==> src/rtl/cc_cond_unit.sv <==
// Y86-64 condition-code register and jXX/cmovXX condition evaluator.
// Latches ALU flags on OPq and produces a registered, one-cycle-latency cnd.
module cc_cond_unit #(
  parameter int   CNT_W  = 16,
  parameter logic RST_ZF = 1'b1,
  parameter logic RST_SF = 1'b0,
  parameter logic RST_OF = 1'b0
) (
  input  logic             clk,
  input  logic             rst,
  input  logic             set_cc,
  input  logic             zf_in,
  input  logic             sf_in,
  input  logic             of_in,
  input  logic             stall,
  input  logic             cond_req,
  input  logic [3:0]       ifun,
  output logic             zf,
  output logic             sf,
  output logic             of,
  output logic             cnd,
  output logic             cnd_valid,
  output logic             cond_err,
  output logic [CNT_W-1:0] cc_upd_cnt
);

  typedef enum logic [3:0] {
    C_ALWAYS = 4'd0,
    C_LE     = 4'd1,
    C_L      = 4'd2,
    C_E      = 4'd3,
    C_NE     = 4'd4,
    C_GE     = 4'd5,
    C_G      = 4'd6
  } cond_e;

  logic             r_zf, r_sf, r_of;
  logic             r_cnd, r_cnd_valid, r_cond_err;
  logic [CNT_W-1:0] r_cnt;

  logic w_x;
  logic w_cnd;
  logic w_illegal;

  // Evaluated against the stored CC, so a same-cycle set_cc never feeds
  // its own flags into the condition.
  always_comb begin
    // NOTE: defaults first so every path assigns every output; no latch is inferred.
    w_cnd     = 1'b0;
    w_illegal = 1'b0;
    w_x       = r_sf ^ r_of;
    case (ifun)
      C_ALWAYS: w_cnd = 1'b1;
      C_LE:     w_cnd = w_x | r_zf;
      C_L:      w_cnd = w_x;
      C_E:      w_cnd = r_zf;
      C_NE:     w_cnd = ~r_zf;
      C_GE:     w_cnd = ~w_x;
      C_G:      w_cnd = ~w_x & ~r_zf;
      default:  w_illegal = 1'b1;
    endcase
  end

  always_ff @(posedge clk or posedge rst) begin
    // NOTE: non-blocking assignments so every register samples pre-edge values.
    if (rst) begin
      r_zf        <= RST_ZF;
      r_sf        <= RST_SF;
      r_of        <= RST_OF;
      r_cnd       <= 1'b0;
      r_cnd_valid <= 1'b0;
      r_cond_err  <= 1'b0;
      r_cnt       <= '0;
    end else if (stall) begin
      r_cnd_valid <= 1'b0;
    end else begin
      if (set_cc) begin
        r_zf  <= zf_in;
        r_sf  <= sf_in;
        r_of  <= of_in;
        r_cnt <= r_cnt + CNT_W'(1);
      end
      r_cnd_valid <= cond_req;
      if (cond_req) begin
        r_cnd      <= w_cnd;
        r_cond_err <= w_illegal;
      end
    end
  end

  assign zf         = r_zf;
  assign sf         = r_sf;
  assign of         = r_of;
  assign cnd        = r_cnd;
  assign cnd_valid  = r_cnd_valid;
  assign cond_err   = r_cond_err;
  assign cc_upd_cnt = r_cnt;

endmodule

==> config.mk <==
export PLATFORM = sky130hd
export DESIGN_NAME = cc_cond_unit
export DESIGN_NICKNAME = d
export VERILOG_FILES = /design/src/rtl/cc_cond_unit.sv
export SDC_FILE = /design/constraint.sdc
export NUM_CORES = 1
export LEC_CHECK = 0
export BUFFER_PORTS_ARGS = -buffer_cell sky130_fd_sc_hd__buf_2
export CAP_MARGIN = 30
export CORE_ASPECT_RATIO = 0.6
export CORE_MARGIN = 5
export CORE_UTILIZATION = 40
export DETAILED_ROUTE_END_ITERATION = 12
export GPL_TIMING_DRIVEN = 0
export PLACE_DENSITY_LB_ADDON = 0.08
export SYNTH_ARGS = -nofsm -noshare
export SYNTH_HDL_FRONTEND = slang
export SYNTH_SLANG_ARGS = --single-unit
export TNS_END_PERCENT = 1
==> constraint.sdc <==
create_clock -name clk -period 1.85 [get_ports clk]
set_clock_uncertainty 0.15 [all_clocks]
set_input_delay 0.0925 -clock clk [delete_from_list [all_inputs] [get_ports clk]]
set_output_delay 0.0925 -clock clk [all_outputs]
set_load 0.01 [all_outputs]
### After elaboration in Yosys (flattened, before gate mapping)

Index checks and enable logic that the tools add are counted.

* equality and inequality tests: 6
* multiplexer cells: 3
* add/subtract/negate cells: 1
* reduce and logical (&&, ||, !) cells: 4
* bitwise operators: 6

Operators with widths (count)
* $add 16x1->16 const B: 1
* $eq 4x3->1 const B: 3
* $eq 4x2->1 const B: 2
* $pmux 1 s7: 1
* $reduce_or 7->1: 1
* $eq 4x1->1 const B: 1
* $logic_not 4->1: 1
* $reduce_and 2->1: 2
* $not 1->1: 3
* $mux 1: 2
* $and 1x1->1: 1
* $or 1x1->1: 1
* $xor 1x1->1: 1

* output and inout port bits: 22
* register bits after elaboration: 22
* input bits: 12

### Depth between registers and ports, before layout

Gate-level depths: netlist (run 1).

* depth after elaboration: 4
* mapped depth: 5
* gate-level depth less buffers: 5

### Least setup slack after synthesis (run 1)

No wires, ideal clock.

* path kind: register to register
* start point: reg r_cnt[0], in the netlist cc_upd_cnt[0]
* end point: reg r_cnt[14], in the netlist cc_upd_cnt[14]
* cell stages (with the launch flop): 6
* setup slack: 131 ps
* clock period less this slack: 1719 ps
* required time: 1620 ps
* arrival: 1489 ps
* library setup time: 80 ps
* path through: dfrtp_1 -> ha_1 -> nand3b_4 -> or4_4 -> nor2_1 -> xnor2_1

* cells in the longest elaborated chain, start to end: 1

Ends and longest elaborated chain
* start, declared: RTL line 39 `logic [CNT_W-1:0] r_cnt;`
* start signal, assigned: RTL line 81 `r_cnt <= r_cnt + CNT_W'(1);`
* $add 16x1->16: RTL line 81

No other way between the ends.
A chain may end at the register's enable or synchronous reset.

### Worst setup path in the final report (run 1)

* start point: reg r_cnt[1], in the netlist cc_upd_cnt[1]
* end point: reg r_cnt[12], in the netlist cc_upd_cnt[12]

Same word-level chain as after synthesis.

==> impl_metrics.tcl, run 1 <==
set metrics [dict create \
    cp-end-kind "flop" \
    synthCells 88 \
    final_cell_mix "33 x buf_2, 20 x dfrtp_1, 11 x xnor2_1, 9 x nor2_1, 7 x dlygate4sd3_1" \
    syn_area_um2 1020 \
    grt_pass1_vias 758 \
    wl_per_cell_um 13.4 \
    ioPinCount 34 \
    dp_hpwl_um 1590 \
    ys_seq_area_share_pct 54.2 \
    dieWidth_um 75.1 \
    avgViaCountPerCell 4.84 \
    grt_pass1_wl_um 3480 \
    grt_use_total_pct 12.2 \
    synth-seq-cells 22 \
    fill_cells 221 \
    r2r_cells 5 \
    cts_buffer_depth 2 \
    gp_congestion 0.728 \
    cts_max_level 1 \
    worst-endpoint-required_ns 1.88 \
    synth_top_family_by_area "simple AND/OR/NAND/NOR gates" \
    muxShareOfSynthArea_pct 4.42 \
    hold_class "in -> reg" \
    nets 147 \
    cts_buffers 3 \
    synth-compound-area-share_pct 3.56 \
    grt_max_degree 23 \
    drive_gt1_share_pct 39.1 \
    n_antenna_cell 0 \
    arrival_ns 1.81 \
    coreArea_um2 2470 \
    tightest_slew_ns 0.836 \
    numClockSinks 22 \
    cts_tree "built" \
    ctsRootBufferMaster "clkbuf_8" \
    io_buffer_count 33 \
    drt_first_pass_iters 4 \
    start_kind "flop" \
    crit_type "reg -> reg" \
    antenna_found_initial 0 \
    fin_crit_ns 1.78 \
    place_ws_ns 0.0806 \
    cp_max_fo 5 \
    max_cap_viol_count 0 \
    design_area_um2 1370 \
    wl_um 2210 \
    areaGrowthSynthToFinish_pct 34.6 \
    worst_skew_pair.late_latency_ns 0.26 \
    status "finished clean" \
    setup_viol 0 \
    p_per_area_nw_per_um2 975 \
    fin_crit_sh_pct 96.1 \
    ys_types 26 \
    finalWorstSetupSlack_ns 0.0713 \
    ir_drop_v 0.000558 \
    final_common_cell "buf_2" \
    initial_core_util_pct 41.2 \
    drc 0 \
    dpl-instance-area_um2 1220 \
    hold_depth 3 \
    synth-xor-area-share_pct 13.8 \
    fmax_mhz 562 \
    max-slew-margin-rel_pct 44.2 \
    ys_warn_count 0 \
    grt-ovfl-total 0 \
    drt_iter0_markers 21 \
    die_y_um 49.1 \
    leakagePower_nw 0.664 \
    syn_nets 101 \
    synth_fa_ha_area_share_pct 1.23 \
    rows 14 \
    antenna_left 0 \
    synth-simple-area-share_pct 21.0 \
    route.vias.total 799 \
    drv_slew 0 \
    final_util_pct 55.5 \
    hold_violations 0 \
    clk_pin_slew_ns 0.08 \
    die_area_um2 3690 \
    postSynthAreaPerCell_um2 11.6 \
]
final timing paths:
check / start / to / slack, ns
setup / recovery: cc_upd_cnt[1]$_DFFE_PP0P_ / cc_upd_cnt[12]$_DFFE_PP0P_ / 0.07
hold reg to reg: cc_upd_cnt[15]$_DFFE_PP0P_ / cc_upd_cnt[15]$_DFFE_PP0P_ / 0.32
setup reg to reg: cc_upd_cnt[1]$_DFFE_PP0P_ / cc_upd_cnt[12]$_DFFE_PP0P_ / 0.07
max in group asynchronous: rst / cc_upd_cnt[0]$_DFFE_PP0P_ / 0.59
min in group asynchronous: rst / cc_upd_cnt[3]$_DFFE_PP0P_ / 0.39
hold / removal: ifun[2] / cond_err$_DFFE_PP0P_ / 0.01
worst max-delay path, stage by stage, from the launching register on:
cell      delay (ns)
dfrtp_1         0.42
ha_2            0.23
nand3b_4        0.10
or4_4           0.53
nor2_2          0.11
xor2_1          0.15
power breakdown:
group          leakage (nW)  total [mW]  internal (mW)  switching [mW]
sequential            0.274       0.663          0.561           0.102
combinational         0.362       0.333          0.174           0.159
clock                0.0288       0.340          0.190           0.151
total                 0.664        1.34          0.925           0.411
Yosys cell counts (all sizes together):
library cell	number	area, µm²
mux2	4	45.0
nor2	11	43.8
a311oi	1	8.76
nand2b	4	25.0
ha	1	12.5
o21ai	1	5.00
or4	1	11.3
or2	1	6.26
inv	4	15.0
xnor2	11	96.3
nor3b	1	7.51
a21boi	1	7.51
nand4b	2	17.5
dfrtp	21	526
clkbuf	1	3.75
nor4	1	12.5
nand3b	1	20.0
nand3	1	10.0
nand4	5	31.3
nor2b	1	6.26
nand2	6	22.5
o22ai	1	6.26
a22o	1	8.76
dfstp	1	26.3
xor2	5	43.8
cells by family after synthesis:
family / Yosys count
buffers and inverters: 5
AO/OA/AOI/OAI: 5
AND/OR/NAND/NOR: 35
multiplexers: 4
flip-flops: 22
XOR/XNOR: 16
adder cells (fa/ha/maj): 1
flip-flops by register name, summed over array words and instances (netlist names):
name	cells
cc_upd_cnt	16
cnd	1
cnd_valid	1
cond_err	1
of	1
sf	1
zf	1
through the flow:
step,power [mW],hold slack (ns),TNS [ns],cells
after CTS,1.32,0.0120,0,164
final,1.34,0.0146,0,165
after global placement,0.953,0.156,0,153
after detailed placement,0.967,0.156,0,153
after floorplan,0.830,-0.0690,0,88
after global routing,1.41,0.0566,-0.0328,165
layer usage:
metal | GRT usage, % | vias to the layer above | routed length [µm]
li1 | - | 388 | -
met5 | 0 | - | 0
met3 | 4.32 | 2 | 135
met1 | 16.3 | 389 | 1010
met4 | 2.03 | 0 | 6
met2 | 19.4 | 20 | 1060
what timing repair did:
| action | 4_1_cts | 5_1_grt |
|---|---|---|
| hold endpoints to repair | 27 | 0 |
| setup buffers | 0 | 1 |
| resized for setup | 0 | 4 |
| hold buffers | 7 | 0 |
| endpoints found under the setup margin | 0 | 3 |
layout make-up:
| type | count | area (µm²) | area share, % |
|---|---|---|---|
| multi-input cells | 61 | 462 | 33.7 |
| clock buffers | 4 | 55.1 | 4.01 |
| repair buffers | 41 | 243 | 17.7 |
| inverters | 4 | 15.0 | 1.09 |
| well taps | 32 | 40.0 | 2.92 |
| plain buffers | 1 | 3.75 | 0.274 |
| flip-flops and latches | 22 | 553 | 40.3 |
Note: power is estimated with default switching activity, not from simulation.
==> run 2, diff against run 1 <==
--- a/config.mk
+++ b/config.mk
@@ -8,11 +8,11 @@
 export BUFFER_PORTS_ARGS = -buffer_cell sky130_fd_sc_hd__buf_2
 export CAP_MARGIN = 30
 export CORE_ASPECT_RATIO = 0.6
-export CORE_MARGIN = 5
 export CORE_UTILIZATION = 40
 export DETAILED_ROUTE_END_ITERATION = 12
 export GPL_TIMING_DRIVEN = 0
 export PLACE_DENSITY_LB_ADDON = 0.08
+export SETUP_SLACK_MARGIN = 0.2
 export SYNTH_ARGS = -nofsm -noshare
 export SYNTH_HDL_FRONTEND = slang
 export SYNTH_SLANG_ARGS = --single-unit
==> impl_metrics.tcl, run 2 (synthesis gave the netlist of run 1 again) <==
set metrics [dict create \
    final_common_cell "buf_2" \
    grt_max_degree 23 \
    final_util_pct 59.5 \
    arrival_ns 1.73 \
    cp-end-kind "flop" \
    coreArea_um2 2280 \
    gp_congestion 0.673 \
    leakagePower_nw 0.659 \
    drt_iter0_markers 42 \
    io_buffer_count 33 \
    grt_use_total_pct 16.8 \
    finalWorstSetupSlack_ns 0.148 \
    hold_class "in -> reg" \
    max-slew-margin-rel_pct 44.8 \
    ctsRootBufferMaster "clkbuf_8" \
    dp_hpwl_um 1520 \
    fmax_mhz 587 \
    wl_um 2040 \
    setup_viol 0 \
    nets 147 \
    grt_setup_unrepaired "yes" \
    p_per_area_nw_per_um2 961 \
    largest_register_ffs 16 \
    worst-endpoint-required_ns 1.88 \
    drive_gt1_share_pct 38.3 \
    hold_depth 3 \
    numClockSinks 22 \
    antenna_left 0 \
    n_antenna_cell 0 \
    place_ws_ns 0.0699 \
    route.vias.total 795 \
    start_kind "flop" \
    dieWidth_um 67.1 \
    cts_max_level 1 \
    fin_crit_sh_pct 92.0 \
    tightest_slew_ns 0.827 \
    avgViaCountPerCell 4.88 \
    initial_core_util_pct 44.7 \
    grt_pass1_wl_um 3100 \
    cp_max_fo 4 \
    cts_buffers 3 \
    drt_first_pass_iters 4 \
    finalHoldWorstSlack_ns 0.0118 \
    ioPinCount 34 \
    worst_skew_pair.late_latency_ns 0.26 \
    status "finished clean" \
    cts_buffer_depth 2 \
    hold_violations 0 \
    antenna_found_initial 0 \
    multiInputGateArea_um2 459 \
    grt-ovfl-total 0 \
    r2r_cells 5 \
    seq_area_um2 553 \
    die_y_um 41.1 \
    crit_type "reg -> reg" \
    ir_drop_v 0.000643 \
    final_cell_mix "33 x buf_2, 20 x dfrtp_1, 11 x xnor2_1, 10 x nor2_1" \
    clk_pin_slew_ns 0.07 \
    areaGrowthSynthToFinish_pct 32.9 \
    setup_tns_ns 0 \
    fin_crit_ns 1.70 \
    fill_cells 203 \
    cts_tree "built" \
    max_cap_viol_count 0 \
    die_area_um2 2760 \
    drc 0 \
    rows 13 \
    wl_per_cell_um 12.5 \
    grt_pass1_vias 663 \
    drv_slew 0 \
    fin_total_pwr_mw 1.30 \
]
[run 2: changes by cell type in the layout (fill, tap and decap cells not counted)]
cell,change
clkbuf_8,-1
nor2_2,-1
clkbuf_1,+1
dlygate4sd3_1,-1
buf_4,+1
nor2_1,+1
[run 2: final timing paths]
check | slack (ns) | start | to
min in group asynchronous | 0.39 | rst | cc_upd_cnt[12]$_DFFE_PP0P_
worst max-delay path | 0.15 | cc_upd_cnt[1]$_DFFE_PP0P_ | cc_upd_cnt[12]$_DFFE_PP0P_
max in group asynchronous | 0.59 | rst | cc_upd_cnt[0]$_DFFE_PP0P_
worst max register to register | 0.15 | cc_upd_cnt[1]$_DFFE_PP0P_ | cc_upd_cnt[12]$_DFFE_PP0P_
worst min register to register | 0.32 | cc_upd_cnt[15]$_DFFE_PP0P_ | cc_upd_cnt[15]$_DFFE_PP0P_
worst min-delay path | 0.01 | set_cc | cc_upd_cnt[2]$_DFFE_PP0P_
[run 2: repair_timing]
| item | 4_1_cts | 5_1_grt |
|---|---|---|
| hold endpoints to repair | 26 | 0 |
| hold buffers | 6 | 0 |
| gates resized for setup | 1 | 1 |
| setup buffers | 2 | 0 |
| pin swaps | 0 | 0 |
| setup endpoints to repair | 4 | 6 |
[run 2: report_power, final]
part	switching, mW	internal (mW)	leakage [nW]
registers	0.0803	0.561	0.274
clock network	0.145	0.153	0.0228
logic	0.175	0.186	0.362
[run 2: worst max-delay path: stages (launching register included)]
cell	delay, ns
dfrtp_1	0.37
ha_2	0.21
nand3b_4	0.11
or4_4	0.53
nor2_2	0.11
xor2_1	0.16
[run 2: layout make-up]
type                       instances  share of cell area (%)
sequential                        22                    40.9
multi-input combinational         61                    33.9
timing repair buffer              41                    17.7
clock buffer                       4                    3.33
tap                               30                    2.77
inverter                           4                    1.11
buffer                             1                   0.277
[run 2: stage by stage]
stage,instances,instance area (µm²)
6_report,163,1350
3_3_place_gp,151,1220
3_5_place_dp,151,1220
4_1_cts,163,1350
2_1_floorplan,88,1020
5_1_grt,163,1350
[run 2: routing by layer]
| layer | global-route usage, % | part of all wire [%] | wire, µm | vias to the layer above |
|---|---|---|---|---|
| li1 | - | - | - | 389 |
| met1 | 20.1 | 48 | 990 | 382 |
| met2 | 28.5 | 45 | 918 | 22 |
| met3 | 6.67 | 5.9 | 120 | 2 |
| met4 | 4.79 | 0.59 | 12 | 0 |
| met5 | 0 | 0 | 0 | - |
==> run 3, diff against run 2 <==
--- a/config.mk
+++ b/config.mk
@@ -12,7 +12,6 @@
 export DETAILED_ROUTE_END_ITERATION = 12
 export GPL_TIMING_DRIVEN = 0
 export PLACE_DENSITY_LB_ADDON = 0.08
-export SETUP_SLACK_MARGIN = 0.2
 export SYNTH_ARGS = -nofsm -noshare
 export SYNTH_HDL_FRONTEND = slang
 export SYNTH_SLANG_ARGS = --single-unit
==> impl_metrics.tcl, run 3 (synthesis gave the netlist of run 1 again) <==
set metrics [dict create \
    p_per_area_nw_per_um2 956 \
    start_kind "flop" \
    top_layer "met4" \
    areaGrowthSynthToFinish_pct 31.7 \
    gp_congestion 0.659 \
    coreArea_um2 2280 \
    wl_met2_um 922 \
    grt_max_degree 23 \
    slowest_delay_ns 0.53 \
    grt-ovfl-total 0 \
    hold_class "in -> reg" \
    wl_met1_um 962 \
    ioPinCount 34 \
    numClockSinks 22 \
    met3_wirelength_um 121 \
    grt_use_total_pct 17.4 \
    antenna_found_initial 0 \
    initial_core_util_pct 44.7 \
    final_common_cell "buf_2" \
    cts_buffer_depth 2 \
    cp_max_fo 4 \
    cts_tree "built" \
    post_cts_resized 0 \
    status "finished clean" \
    dpl-instance-area_um2 1220 \
    worst_skew_pair.late_latency_ns 0.26 \
    hold_violations 0 \
    die_y_um 41.1 \
    cts_max_level 1 \
    route.vias.total 777 \
    ctsRootBufferMaster "clkbuf_8" \
    worstPathCellList "ha_1, nand3b_4, or4_4, nor2_2, xor2_1" \
    avgViaCountPerCell 4.77 \
    leakagePower_nw 0.661 \
    fmax_mhz 576 \
    clk_pin_slew_ns 0.08 \
    drt_first_pass_iters 6 \
    cp_slowest_cell "or4_4" \
    tightest_slew_ns 0.821 \
    n_antenna_cell 0 \
    wl_per_cell_um 12.4 \
    drv_slew 0 \
    largest_register_ffs 16 \
    grt_pass1_wl_um 3230 \
    cts_buffers 3 \
    setup_tns_ns 0 \
    ir_drop_v 0.000625 \
    drive_gt1_share_pct 36.8 \
    worst-endpoint-required_ns 1.88 \
    grt_pass1_vias 715 \
    final_cell_mix "33 x buf_2, 21 x dfrtp_1, 11 x xnor2_1, 10 x nor2_1" \
    fin_crit_sh_pct 93.8 \
    dp_hpwl_um 1510 \
    dieWidth_um 67.1 \
    fin_crit_ns 1.74 \
    rows 13 \
    nets 147 \
    drc 0 \
    antenna_left 0 \
    grt_setup_unrepaired "no" \
    setup_viol 0 \
    drt_iter0_markers 19 \
    io_buffer_count 33 \
    wl_um 2020 \
    max_cap_viol_count 0 \
    design_area_um2 1340 \
    cp-end-kind "flop" \
    rrSetupSlack_ns 0.11 \
    finalHoldWorstSlack_ns 0.0150 \
    die_area_um2 2760 \
    arrival_ns 1.77 \
    crit_type "reg -> reg" \
    max-slew-margin-rel_pct 45.2 \
]
==> run 3: cell counts in the layout (fill, tap and decap cells not counted) <==
Identical to the previous run, type by type.
==> run 3: report_power, final <==
group	leakage, nW	internal, mW	switching, mW	total [mW]
registers	0.275	0.560	0.0831	0.643
clock network	0.0228	0.153	0.142	0.295
logic	0.364	0.182	0.163	0.345
==> run 3: through the flow <==
step / std cells / worst slack, ns / total power, mW / util, %
floorplan: 88 / 0.131 / 0.830 / -
detailed placement: 151 / 0.0553 / 0.958 / 53.6
CTS: 161 / 0.0348 / 1.27 / 58.2
global placement: 151 / 0.111 / 0.944 / 53.6
global route: 163 / 0.0353 / 1.37 / 58.9
finish: 163 / 0.115 / 1.28 / 58.9
==> run 3: worst max-delay path, delay by kind of cell (launching register included) <==
kind                       cells  cell delay [ns]
xor gates and xnor gates       1             0.16
and+or+nand+nor                3             0.76
DFF                            1             0.39
adders and majority gates      1             0.22
==> run 3: timing repair <==
action                     CTS  global route
hold endpoints to repair    26             0
hold buffers                 6             0
setup buffers                0             2
setup endpoints to repair    0             2
==> run 3: final cells by class <==
class,instances,area (µm²)
Fill cell,199,936
Sequential cell,22,552
Multi-Input combinational cell,61,448
Timing Repair Buffer,41,240
Clock buffer,4,45.0
Tap cell,30,37.5
Inverter,4,15.0
Buffer,1,3.75
==> run 3: per-layer routing <==
metal	vias to the layer above	global-route usage [%]
li1	389	-
met1	366	19.9
met2	20	31.3
met3	2	6.67
met4	0	4.79
met5	-	0
==> run 3: path summary, 6_finish.rpt <==
check / startpoint / to / depth (start not counted)
worst max-delay path: cc_upd_cnt[1]$_DFFE_PP0P_ / cc_upd_cnt[12]$_DFFE_PP0P_ / 5
worst max register to register: cc_upd_cnt[1]$_DFFE_PP0P_ / cc_upd_cnt[12]$_DFFE_PP0P_ / 5
worst min-delay path: set_cc / cc_upd_cnt[2]$_DFFE_PP0P_ / 3
max in group asynchronous: rst / cc_upd_cnt[0]$_DFFE_PP0P_ / 3
worst min register to register: cc_upd_cnt[15]$_DFFE_PP0P_ / cc_upd_cnt[15]$_DFFE_PP0P_ / 1
min in group asynchronous: rst / cc_upd_cnt[12]$_DFFE_PP0P_ / 3
